==> src/rtl/sap_pkg.sv <==
// Shared types and defaults for the SAP memory address unit.
package sap_pkg;

  localparam int unsigned SAP_ADDR_W = 4;

  typedef enum logic [1:0] {
    IDLE = 2'd0,
    REQ  = 2'd1,
    DONE = 2'd2
  } blk_state_t;

endpackage

==> src/rtl/memory_address_unit_if.sv <==
// Controller/RAM-side signal bundle for the memory address unit.
interface memory_address_unit_if
  import sap_pkg::*;
#(
  parameter int unsigned ADDR_W = SAP_ADDR_W
);

  logic [ADDR_W-1:0] BUS_IN;
  logic              _EN_MAR_IN;
  logic              MAR_INC;
  logic              _MAR_PROG;
  logic [ADDR_W-1:0] PROG_ADDR;
  logic              BLK_START;
  logic [ADDR_W-1:0] BLK_BASE;
  logic [ADDR_W:0]   BLK_LEN;
  logic              BLK_ACK;
  logic [ADDR_W-1:0] ADDR_OUT;
  logic              BLK_REQ;
  logic              BLK_BUSY;
  logic              BLK_DONE;
  logic              WRAP;

  modport master (
    output BUS_IN, _EN_MAR_IN, MAR_INC, _MAR_PROG, PROG_ADDR,
           BLK_START, BLK_BASE, BLK_LEN, BLK_ACK,
    input  ADDR_OUT, BLK_REQ, BLK_BUSY, BLK_DONE, WRAP
  );

  modport slave (
    input  BUS_IN, _EN_MAR_IN, MAR_INC, _MAR_PROG, PROG_ADDR,
           BLK_START, BLK_BASE, BLK_LEN, BLK_ACK,
    output ADDR_OUT, BLK_REQ, BLK_BUSY, BLK_DONE, WRAP
  );

endinterface

==> src/rtl/memory_address_unit_block_sequencer.sv <==
// Block-write sequencer: walks base..base+len-1 with a req/ack handshake.
module mar_block_sequencer
  import sap_pkg::*;
#(
  parameter int unsigned ADDR_W = SAP_ADDR_W
) (
  input  logic              CLOCK,
  input  logic              RESET,
  input  logic              blk_start,
  input  logic              prog_n,
  input  logic [ADDR_W-1:0] blk_base,
  input  logic [ADDR_W:0]   blk_len,
  input  logic              blk_ack,
  output logic [ADDR_W-1:0] blk_addr,
  output logic              blk_req,
  output logic              blk_busy,
  output logic              blk_done
);

  localparam int unsigned CNT_W = ADDR_W + 1;

  blk_state_t        state, state_nxt;
  logic [ADDR_W-1:0] addr_nxt;
  logic [CNT_W-1:0]  remaining, rem_nxt;

  always_ff @(posedge CLOCK) begin
    if (RESET) begin
      state     <= IDLE;
      blk_addr  <= '0;
      remaining <= '0;
    end else begin
      state     <= state_nxt;
      blk_addr  <= addr_nxt;
      remaining <= rem_nxt;
    end
  end

  always_comb begin
    state_nxt = state;
    addr_nxt  = blk_addr;
    rem_nxt   = remaining;
    case (state)
      IDLE: begin
        if (blk_start && !prog_n) begin
          addr_nxt  = blk_base;
          rem_nxt   = blk_len;
          state_nxt = (blk_len != '0) ? REQ : DONE;
        end
      end
      REQ: begin
        // leaving programming mode aborts the block; a same-cycle ack is dropped
        if (prog_n) begin
          state_nxt = IDLE;
        end else if (blk_ack) begin
          rem_nxt = remaining - CNT_W'(1);
          if (remaining == CNT_W'(1)) state_nxt = DONE;
          else                        addr_nxt  = blk_addr + ADDR_W'(1);
        end
      end
      DONE:    state_nxt = IDLE;
      default: state_nxt = IDLE;
    endcase
  end

  assign blk_req  = (state == REQ);
  assign blk_busy = (state != IDLE);
  assign blk_done = (state == DONE);

endmodule

==> src/rtl/memory_address_unit.sv <==
// SAP memory address register with auto-increment, programming mux and block sequencer.
module memory_address_unit
  import sap_pkg::*;
#(
  parameter int unsigned     ADDR_W     = SAP_ADDR_W,
  parameter logic [ADDR_W-1:0] RESET_ADDR = '0
) (
  input logic                  CLOCK,
  input logic                  RESET,
  memory_address_unit_if.slave mau
);

  logic [ADDR_W-1:0] addr;
  logic              wrap_q;
  logic [ADDR_W-1:0] blk_addr;
  logic              blk_busy;

  // Load has priority over increment; WRAP flags an increment out of all-ones.
  always_ff @(posedge CLOCK) begin
    if (RESET) begin
      addr   <= RESET_ADDR;
      wrap_q <= 1'b0;
    end else begin
      wrap_q <= mau._EN_MAR_IN && mau.MAR_INC && (&addr);
      if (!mau._EN_MAR_IN)  addr <= mau.BUS_IN;
      else if (mau.MAR_INC) addr <= addr + ADDR_W'(1);
    end
  end

  mar_block_sequencer #(.ADDR_W(ADDR_W)) u_seq (
    .CLOCK     (CLOCK),
    .RESET     (RESET),
    .blk_start (mau.BLK_START),
    .prog_n    (mau._MAR_PROG),
    .blk_base  (mau.BLK_BASE),
    .blk_len   (mau.BLK_LEN),
    .blk_ack   (mau.BLK_ACK),
    .blk_addr  (blk_addr),
    .blk_req   (mau.BLK_REQ),
    .blk_busy  (blk_busy),
    .blk_done  (mau.BLK_DONE)
  );

  assign mau.BLK_BUSY = blk_busy;
  assign mau.WRAP     = wrap_q;

  // Zero-latency RAM address select.
  assign mau.ADDR_OUT = blk_busy         ? blk_addr      :
                        !mau._MAR_PROG   ? mau.PROG_ADDR : addr;

endmodule
==> src/flat_wrapper.sv <==
// flat-port wrapper written by rule: the top's interface ports become plain ports
module memory_address_unit_flat import sap_pkg::*;
#(
  parameter int unsigned     ADDR_W     = SAP_ADDR_W,
  parameter logic [ADDR_W-1:0] RESET_ADDR = '0
)
  (CLOCK, RESET, mau_BUS_IN, mau__EN_MAR_IN, mau_MAR_INC, mau__MAR_PROG, mau_PROG_ADDR, mau_BLK_START, mau_BLK_BASE, mau_BLK_LEN, mau_BLK_ACK, mau_ADDR_OUT, mau_BLK_REQ, mau_BLK_BUSY, mau_BLK_DONE, mau_WRAP);
  memory_address_unit_if #(.ADDR_W(ADDR_W)) mau_i ();
  input logic CLOCK;
  input logic RESET;
  input wire logic [$bits(mau_i.BUS_IN)-1:0] mau_BUS_IN;
  input wire logic [$bits(mau_i._EN_MAR_IN)-1:0] mau__EN_MAR_IN;
  input wire logic [$bits(mau_i.MAR_INC)-1:0] mau_MAR_INC;
  input wire logic [$bits(mau_i._MAR_PROG)-1:0] mau__MAR_PROG;
  input wire logic [$bits(mau_i.PROG_ADDR)-1:0] mau_PROG_ADDR;
  input wire logic [$bits(mau_i.BLK_START)-1:0] mau_BLK_START;
  input wire logic [$bits(mau_i.BLK_BASE)-1:0] mau_BLK_BASE;
  input wire logic [$bits(mau_i.BLK_LEN)-1:0] mau_BLK_LEN;
  input wire logic [$bits(mau_i.BLK_ACK)-1:0] mau_BLK_ACK;
  output wire logic [$bits(mau_i.ADDR_OUT)-1:0] mau_ADDR_OUT;
  output wire logic [$bits(mau_i.BLK_REQ)-1:0] mau_BLK_REQ;
  output wire logic [$bits(mau_i.BLK_BUSY)-1:0] mau_BLK_BUSY;
  output wire logic [$bits(mau_i.BLK_DONE)-1:0] mau_BLK_DONE;
  output wire logic [$bits(mau_i.WRAP)-1:0] mau_WRAP;
  assign mau_i.BUS_IN = mau_BUS_IN;
  assign mau_i._EN_MAR_IN = mau__EN_MAR_IN;
  assign mau_i.MAR_INC = mau_MAR_INC;
  assign mau_i._MAR_PROG = mau__MAR_PROG;
  assign mau_i.PROG_ADDR = mau_PROG_ADDR;
  assign mau_i.BLK_START = mau_BLK_START;
  assign mau_i.BLK_BASE = mau_BLK_BASE;
  assign mau_i.BLK_LEN = mau_BLK_LEN;
  assign mau_i.BLK_ACK = mau_BLK_ACK;
  assign mau_ADDR_OUT = mau_i.ADDR_OUT;
  assign mau_BLK_REQ = mau_i.BLK_REQ;
  assign mau_BLK_BUSY = mau_i.BLK_BUSY;
  assign mau_BLK_DONE = mau_i.BLK_DONE;
  assign mau_WRAP = mau_i.WRAP;
  memory_address_unit #(.ADDR_W(ADDR_W), .RESET_ADDR(RESET_ADDR)) u_core (.CLOCK(CLOCK), .RESET(RESET), .mau(mau_i));
endmodule
==> config.mk <==
export PLATFORM = sky130hd
export DESIGN_NAME = memory_address_unit_flat
export DESIGN_NICKNAME = d
export VERILOG_FILES = /design/src/rtl/sap_pkg.sv /design/src/rtl/memory_address_unit_if.sv /design/src/rtl/memory_address_unit_block_sequencer.sv /design/src/rtl/memory_address_unit.sv /design/src/flat_wrapper.sv
export SDC_FILE = /design/constraint.sdc
export NUM_CORES = 1
export LEC_CHECK = 0
export ABC_AREA = 1
export CORE_MARGIN = 4
export CORE_UTILIZATION = 45
export CTS_BUF_LIST = sky130_fd_sc_hd__clkbuf_4 sky130_fd_sc_hd__clkbuf_8
export CTS_CLUSTER_DIAMETER = 40
export DETAILED_ROUTE_END_ITERATION = 10
export PLACE_DENSITY = 0.77
export SLEW_MARGIN = 10
export SYNTH_ARGS = -nofsm -noshare
export SYNTH_HDL_FRONTEND = slang
export SYNTH_SLANG_ARGS = --single-unit
==> constraint.sdc <==
create_clock -name CLOCK -period 1.3 [get_ports CLOCK]
set_clock_uncertainty 0.2 [all_clocks]
set_input_delay 0.39 -clock CLOCK [delete_from_list [all_inputs] [get_ports CLOCK]]
set_output_delay 0.39 -clock CLOCK [all_outputs]
set_load 0.01 [all_outputs]
# ---- Yosys cells after proc, flatten, opt, wreduce, memory -nomap -nowiden
# Cells that the tools add are included.
dict set report totals {
  ff_bits 16
  in_bits 24
  out_inout_bits 8
  wordCells 49
}
dict set report classes {
  n_addsub 3
  n_eq_ne 10
  muxes 19
  n_reduce_logical 12
}
# op n
set ops {}
lappend ops {{4-bit two-way mux} 8}
lappend ops {{5-bit two-way mux} 3}
lappend ops {{2-bit two-way mux} 5}
lappend ops {{5-bit case mux with 2 select lines} 1}
lappend ops {{4-bit by 1-bit adder with 4-bit output (second input constant)} 2}
lappend ops {{2-bit != test (second input constant)} 4}
lappend ops {{4-bit case mux with 2 select lines} 1}
lappend ops {{4-bit AND reduction} 2}
lappend ops {{5-bit by 1-bit == test with 1-bit output (second input constant)} 1}
lappend ops {{5-bit AND reduction} 1}
lappend ops {{5-bit nonzero test} 1}
lappend ops {{5-bit by 1-bit subtractor with 5-bit output (second input constant)} 1}
lappend ops {{2-bit case mux with 2 select lines} 1}
lappend ops {{2-bit nonzero test} 2}
lappend ops {{1-bit logical AND} 3}
lappend ops {{3-bit by 2-bit != test with 1-bit output (second input constant)} 1}
lappend ops {{3-bit != test (second input constant)} 1}
lappend ops {{3-bit AND reduction} 1}
lappend ops {{2-bit by 1-bit == test with 1-bit output (second input constant)} 1}
lappend ops {{2-bit == test (second input constant)} 1}
lappend ops {{2-bit zero test} 1}
lappend ops {{2-bit by 1-bit != test with 1-bit output (second input constant)} 1}
lappend ops {{1-bit zero test} 1}

# ---- Logic depth before layout (Yosys ltp)
dict set report logic_depth {
  word_depth 5
  mapped_depth 11
  mapped_depth_nobuf 11
}

# ---- Hierarchy
# Synthesis repeated with hierarchy kept, for this count alone.
dict set report unflattened {
  cells_unflattened 180
  area_unflattened_um2 1131.1
}
# mod n_inst cells_per_inst area_each_um2 seq_area_each_um2
set by_module_without_submodules {}
lappend by_module_without_submodules {mar_block_sequencer 1 119 775.7 220.2}
lappend by_module_without_submodules {memory_address_unit 1 61 355.3 100.1}

# ---- Least setup slack after synthesis
# OpenSTA, ideal clock, no wires.
dict set report synth_path {
  path_type {register -> output}
  startpoint {register u_core.u_seq.state[0]}
  endpoint {output mau_ADDR_OUT[0]}
  arrival_ps 985
  required_time_ps 710
  path_slack_ps -275
  path_stages_with_launch 4
  n_path_buf 0
  path_cell_list {dfxtp_1 -> nor2_4 -> o21ai_0 -> o21ai_0}
}
dict set report synth_via {
  elab_chain_len 2
}
# item line_no
set synth_lines {}
lappend synth_lines {{start: declaration} memory_address_unit_block_sequencer.sv:22} ;# blk_state_t state, state_nxt;
lappend synth_lines {{start signal: assignment} memory_address_unit_block_sequencer.sv:32} ;# state <= state_nxt;
lappend synth_lines {{2-bit nonzero test} memory_address_unit_block_sequencer.sv:66} ;# assign blk_busy = (state != IDLE);
lappend synth_lines {{4-bit two-way mux} memory_address_unit.sv:48} ;# assign mau.ADDR_OUT = blk_busy ? blk_addr :
lappend synth_lines {{end: declaration} flat_wrapper.sv:20} ;# output wire logic [$bits(mau_i.ADDR_OUT)-1:0] mau_ADDR_OUT;
# Every way passes these cells.

# ---- Final worst setup path
dict set report layout_path {
  startpoint {register u_core.u_seq.state[0]}
  endpoint {output mau_ADDR_OUT[2]}
}
# Same word-level chain as after synthesis.

==> impl_metrics.csv <==
group,metric,value,unit
pwr,p_switching,738,uW
detailed_routing,detail-route-antenna-nets,0,
place,io_buffers,31,
grt,grt_first_pass_wirelength,7620,um
finish,layout-drive-gt1-share,53.1,%
timing,fmax,531,MHz
grt,track_usage,29.3,%
critical_path,r2r_start,"u_core.u_seq.state[0]",
place,dp_hpwl,2950,um
flow_run,max_cap_violations,0,
place,placed_area,1840,um2
cts,cts_tree,"built",
cts,cts_buffers,3,
detailed_routing,drtPass1Iterations,4,
critical_path,end_kind,"output pin",
cts,cts.reportedPaths.clkPinSlew,0.11,ns
finish,layout.cells.most_common,"buf_4",
timing,setup_viol,19,
timing,maxSlewHeadroom,84.2,%
critical_path,crit_path_start,"u_core.u_seq.state[0]",
finish,diodes,0,
detailed_routing,wire_per_inst,16.7,um
yosys,mappedNetlistNets,208,
die,die_h,59.1,um
cts,clockRootBuffer,"clkbuf_4",
critical_path,path_max_fanout,5,
pwr,p_sw_share,39.3,%
detailed_routing,drc,0,
yosys,synthArstFlopShare,0,%
critical_path,cp.arrival,1.29,ns
pwr,total_power,1880,uW
critical_path,max_stage_delay,0.37,ns
pwr,seqPwrFrac,31.0,%
hold_path,hp-start,"mau_MAR_INC",
yosys,ys_warn_count,0,
pwr,p_leak,0.00102,uW
die,dieArea,3490,um2
timing,finalCritPeriodShare,145,%
timing,period_needed,1.88,ns
finish,finalNetCount,292,
detailed_routing,wirelength,4880,um
yosys,synthDistinctLibCells,27,
grt,grt-ovfl-total,0,
timing,tightest_slew,0.237,ns
detailed_routing,vias,1562,
critical_path,worstPathRequired,0.71,ns
pwr,p_clk_share,15.8,%
finish,fill_cells,127,
timing,fin_hold_ws,0.245,ns
grt,grt_max_degree,10,
critical_path,cp_cell_sequence,"nor2_4 > buf_6 > buf_4 > o22ai_2 > buf_2",
yosys,yosys_register_bits,16,
timing,rsz0062_at_grt,"yes",
pwr,pwr-share-comb,53.2,%
cts,cts_hold_buf,0,
finish,final_cell_mix,"buf_4, nand2_1, clkdlybuf4s50_1, inv_1, nand2_2",
die,die_width,59.1,um
cts,clk_path_buf_depth,2,
die,io_pins,32,
pwr,powerDensity,870,nW/um2
yosys,avgSynthCellArea,6.52,um2
yosys,syn_inst,180,
cts,htreeDepth,1,
finish,seq_area,330,um2
pwr,p_int,1140,uW
finish,area_growth,84.0,%
timing,finalWorstSetupSlack,-0.582,ns
critical_path,critical_path_class,"register to output pin",
die,core,2480,um2
pwr,peakVddDrop,0.000824,V
critical_path,cp_slowest_cell,"dfxtp_2",
detailed_routing,drt-initial-drc-count,150,
place,dp_slack,-1.16,ns
cts,clock-sinks,16,
run_status,status,"finished with violations",
critical_path,crit_path_start_kind,"register",
grt,antenna_found_initial,0,
finish,multi_input_area,936,um2
timing,hold_viol,0,
hold_path,min_path_type,"input pin to register",
die,num_rows,18,
detailed_routing,viasPerCell,5.35,
timing,fin_setup_tns,-6.24,ns
yosys,synthesis.area,1170,um2
yosys,synth_edf_count,0,
finish,fin_area,2160,um2
grt,grt_pass1_vias,1678,
die,start_util,47.4,%
yosys,synth_top_flop_cell,"dfxtp_1",
yosys,seq_area_frac_synth,27.3,%
place,globalplace.congestion,0.810,
timing,slew_viol_final,0,
cts,clock_latency,0.30,ns
run_status,violations,"setup timing",
==> area by class of cell <==
type                    instances  area share [%]
multi-input cells             134            43.3
repair buffers                 80            33.0
clock buffers                   3            1.04
flip-flops and latches         16            15.3
well taps                      30            1.74
inverters                      29            5.62
==> path summary, 6_finish.rpt <==
path,to,slack (ns),cells after the start
max,mau_ADDR_OUT[2],-0.58,5
min,u_core.mau.WRAP,0.24,3
max reg2reg,u_core.u_seq.blk_addr[3],-0.33,10
min reg2reg,u_core.u_seq.remaining[4],0.37,2
==> through the flow <==
stage               cells  util (%)
CTS                   291      83.2
global route          292      87.2
finish                292      87.2
detailed placement    278      74.2
floorplan             180         -
global placement      278      74.2
==> power by group through the flow <==
stage	Combinational [uW]	Sequential [uW]	Clock, uW
after CTS	869	574	286
after detailed placement	747	585	0
after global routing	1070	585	312
final	1000	581	297
after floorplan	370	595	0
after global placement	713	582	0
==> flip-flops by register name (all words and copies together), names as in the netlist <==
name,count
u_core.u_seq.remaining,5
u_core.addr,4
u_core.u_seq.blk_addr,4
u_core.u_seq.state,2
u_core.mau.WRAP,1
==> metal layers <==
layer	vias to the layer above	wire length (um)	GRT usage, %
met3	27	321	4.14
met5	-	0	0
met2	82	2440	51.1
met4	0	289	19.1
li1	736	-	-
met1	717	1830	32.8
==> what timing repair did <==
action / 4_1_cts / 5_1_grt
endpoints found under the setup margin: 23 / 23
pin swaps: 25 / 18
gates resized for setup: 83 / 29
cloned: 1 / 0
setup buffers: 10 / 4
==> cells in the mapped netlist (2+ instances only) <==
cell type | number | area, um2
a21oi_1 | 5 | 25.0
dfxtp_1 | 16 | 320
ha_1 | 4 | 50.1
inv_1 | 24 | 90.1
inv_2 | 3 | 11.3
nand2_1 | 44 | 165
nand2_2 | 4 | 25.0
nand2_4 | 3 | 33.8
nand3_1 | 15 | 75.1
nand4_1 | 2 | 12.5
nor2_1 | 21 | 78.8
nor2_2 | 5 | 31.3
nor2_4 | 3 | 33.8
o21ai_0 | 15 | 75.1
o21ai_1 | 2 | 10.0
o22ai_1 | 2 | 12.5
xor2_1 | 2 | 17.5
==> worst max-delay path, delay by kind of cell, from the launching register on <==
family,cells,cell delay [ns]
and+or+nand+nor,1,0.06
DFF,1,0.37
AOI/OAI and AO/OA,1,0.14
buffers and inverters,3,0.41
==> logic make-up (layout without fill, tap and decap cells) <==
logic type | Yosys count | after routing | synth area share [%]
AOI/OAI and AO/OA | 25 | 25 | 11.0
xor gates and xnor gates | 2 | 2 | 1.49
adders and majority gates | 4 | 4 | 4.26
buffers and inverters | 30 | 112 | 10.4
DFF | 16 | 16 | 27.3
and+or+nand+nor | 103 | 103 | 45.5
Note: power is estimated with default switching activity, not from simulation.
==> RTL edit (config.mk and constraints unchanged) <==
`SAP_ADDR_W`: 4 -> 6.
--- a/src/rtl/sap_pkg.sv
+++ b/src/rtl/sap_pkg.sv
@@ -1,7 +1,7 @@
 // Shared types and defaults for the SAP memory address unit.
 package sap_pkg;
 
-  localparam int unsigned SAP_ADDR_W = 4;
+  localparam int unsigned SAP_ADDR_W = 6;
 
   typedef enum logic [1:0] {
     IDLE = 2'd0,
Interface: changed (5 resized); port bits go from 32 to 42. No check against the original RTL was run, so the function may have changed too.
==> RTL edit against the unedited design <==
The run still ends with negative setup slack left; worst setup slack got worse by 0.099 ns; design area increased by 35%; global-route usage decreased by 2.0 points; count of clock-buffer cells in the layout unchanged; total power is 42% higher; sequential cell count rose by 6; area after synthesis rose by 31%; worst hold slack better by 0.014 ns; wire length increased by 73%; synthesized cell count rose by 42%; via count is 59% higher; critical endpoint is now mau_ADDR_OUT[4]; highest routed layer unchanged.
==> RTL edit: results (changes against the unedited design) <==
Run status -> finished, violations left
Violations in the final reports -> negative setup slack
Global-route wire length before repair -> 9.27 mm (+22%)
DP Cell Count -> 387 (+39%)
Total placed instance area -> 0.00245 mm^2 (+33%)
Most used standard cells in the synthesized netlist -> 68 x sky130_fd_sc_hd__nand2_1, 44 x sky130_fd_sc_hd__nor2_1, 30 x sky130_fd_sc_hd__inv_1, 24 x sky130_fd_sc_hd__o21ai_0, 22 x sky130_fd_sc_hd__dfxtp_1
Initial detailed-routing violation count -> 330 (+120%)
Hold Worst Slack -> 0.259 ns (+0.0140 ns)
Leading post-synthesis cells by cell area -> sky130_fd_sc_hd__dfxtp_1 29%, sky130_fd_sc_hd__nand2_1 17%, sky130_fd_sc_hd__nor2_1 11%, sky130_fd_sc_hd__o21ai_0 7.8%, sky130_fd_sc_hd__inv_1 7.3%
Post-layout net count -> 398 (+36%)
Filler cells -> 114 (-10%)
Delay of the slowest critical-path stage -> 0.39 ns (+0.02 ns)
Capture instance of the worst register-to-register path -> u_core.u_seq.blk_addr[0]$_SDFFE_PP0P_
Tightest slew margin relative to the limit -> 0.786 (-0.0560)
Met2 global-route usage -> 0.511 (about the same)
Proportion of synthesized chip area in sequential cells -> 0.285 (+0.0126)
CP Max Fanout -> 8 (+3)
Final weighted congestion in routability-driven placement -> 0.871 (+7.5%)
Leakage power of the design -> 1.34 nW (+31%)
Hold path startpoint -> RESET
Slack of the critical path -> -0.681 ns (-0.0990 ns)
Met3 usage -> 0.0489 (+0.00751)
Flop-to-flop setup slack -> -0.63 ns (-0.30 ns)
Post-Route Setup TNS -> -13.58 ns (-7.34 ns)
Worst ir drop on vdd -> 0.780 mV (-5.4%)
Logic depth of the worst register-to-register path -> 11 (+1)
Post-placement setup slack -> -1.10 ns (+0.0531 ns)
I/O Buffers -> 41 (+32%)
Number of vias after detailed routing -> 2,477 (+59%)
Fraction of final layout cells sized beyond drive strength 1 -> 0.443 (-0.0873)
Final setup vio count -> 27 (+8)
Largest delay share family, worst path -> flip-flops
Worst Hold Path EP -> u_core.u_seq.remaining[4]$_SDFFE_PP0P_
Gate Count Post-Synth -> 256 (+42%)
Synth unique cells -> 25 (-7.4%)
## RTL edit: cell types whose count changed after synthesis, moves of 4 or more
| cell | delta |
|---|---|
| sky130_fd_sc_hd__inv_1 | +6 |
| sky130_fd_sc_hd__nand4_1 | +4 |
| sky130_fd_sc_hd__dfxtp_1 | +6 |
| sky130_fd_sc_hd__nor2_1 | +23 |
| sky130_fd_sc_hd__o21ai_0 | +9 |
| sky130_fd_sc_hd__nand2_1 | +24 |
| sky130_fd_sc_hd__a21oi_1 | +8 |
| sky130_fd_sc_hd__nor2_2 | -5 |
## RTL edit: cells by family (layout without fill, tap and decap cells)
kind of cell / count (synthesis) / count (layout) / synth area share
AND/OR/NAND/NOR: 147 / 149 / 0.414
AO/OA/AOI/OAI: 43 / 43 / 0.144
buffers and inverters: 36 / 139 / 0.101
flip-flops: 22 / 22 / 0.285
adder cells (fa/ha/maj): 4 / 4 / 0.0324
XOR/XNOR: 3 / 3 / 0.0170
multiplexers: 1 / 1 / 0.00649
## RTL edit: layout make-up
cell class                      instances  area [um^2]  share of cell area
Tap cell                               44         55.1              0.0188
Timing Repair Buffer                  103          923               0.316
Clock inverter                          1         30.0              0.0103
Sequential cell                        22          458               0.157
Multi-Input combinational cell        200         1290               0.442
Inverter                               32          143              0.0488
Clock buffer                            3         22.5             0.00771
## RTL edit: worst max path at each step
stage                     slack (ns)  cells after the start               to                               start
after detailed placement       -1.10                      5  mau_ADDR_OUT[3]                       mau__MAR_PROG
after global routing           -0.75                      4  mau_ADDR_OUT[1]  u_core.u_seq.state[1]$_SDFFE_PP0P_
after floorplan                -0.15                      4  mau_ADDR_OUT[0]  u_core.u_seq.state[1]$_SDFFE_PP0P_
after global placement         -1.07                      5  mau_ADDR_OUT[5]                       mau__MAR_PROG
final                          -0.68                      4  mau_ADDR_OUT[4]  u_core.u_seq.state[1]$_SDFFE_PP0P_
after CTS                      -0.58                      4  mau_ADDR_OUT[3]  u_core.u_seq.state[1]$_SDFFE_PP0P_
## RTL edit: per-layer routing
metal / wire length [um] / vias to the layer above / part of all wire
li1: - / 1043 / -
met1: 2940 / 1113 / 0.35
met2: 3970 / 235 / 0.47
met3: 916 / 86 / 0.11
met4: 642 / 0 / 0.076
met5: 0 / - / 0
## RTL edit: what timing repair did
action,CTS,global route
resized for setup,94,57
gates cloned,2,0
setup endpoints to repair,30,30
buffers inserted,7,6
pin swaps,16,30
## RTL edit: power by group
part	switching [mW]	internal, mW	total (mW)
Combinational	0.727	0.587	1.31
Sequential	0.0572	0.741	0.798
Clock	0.250	0.312	0.562
Total	1.03	1.64	2.67
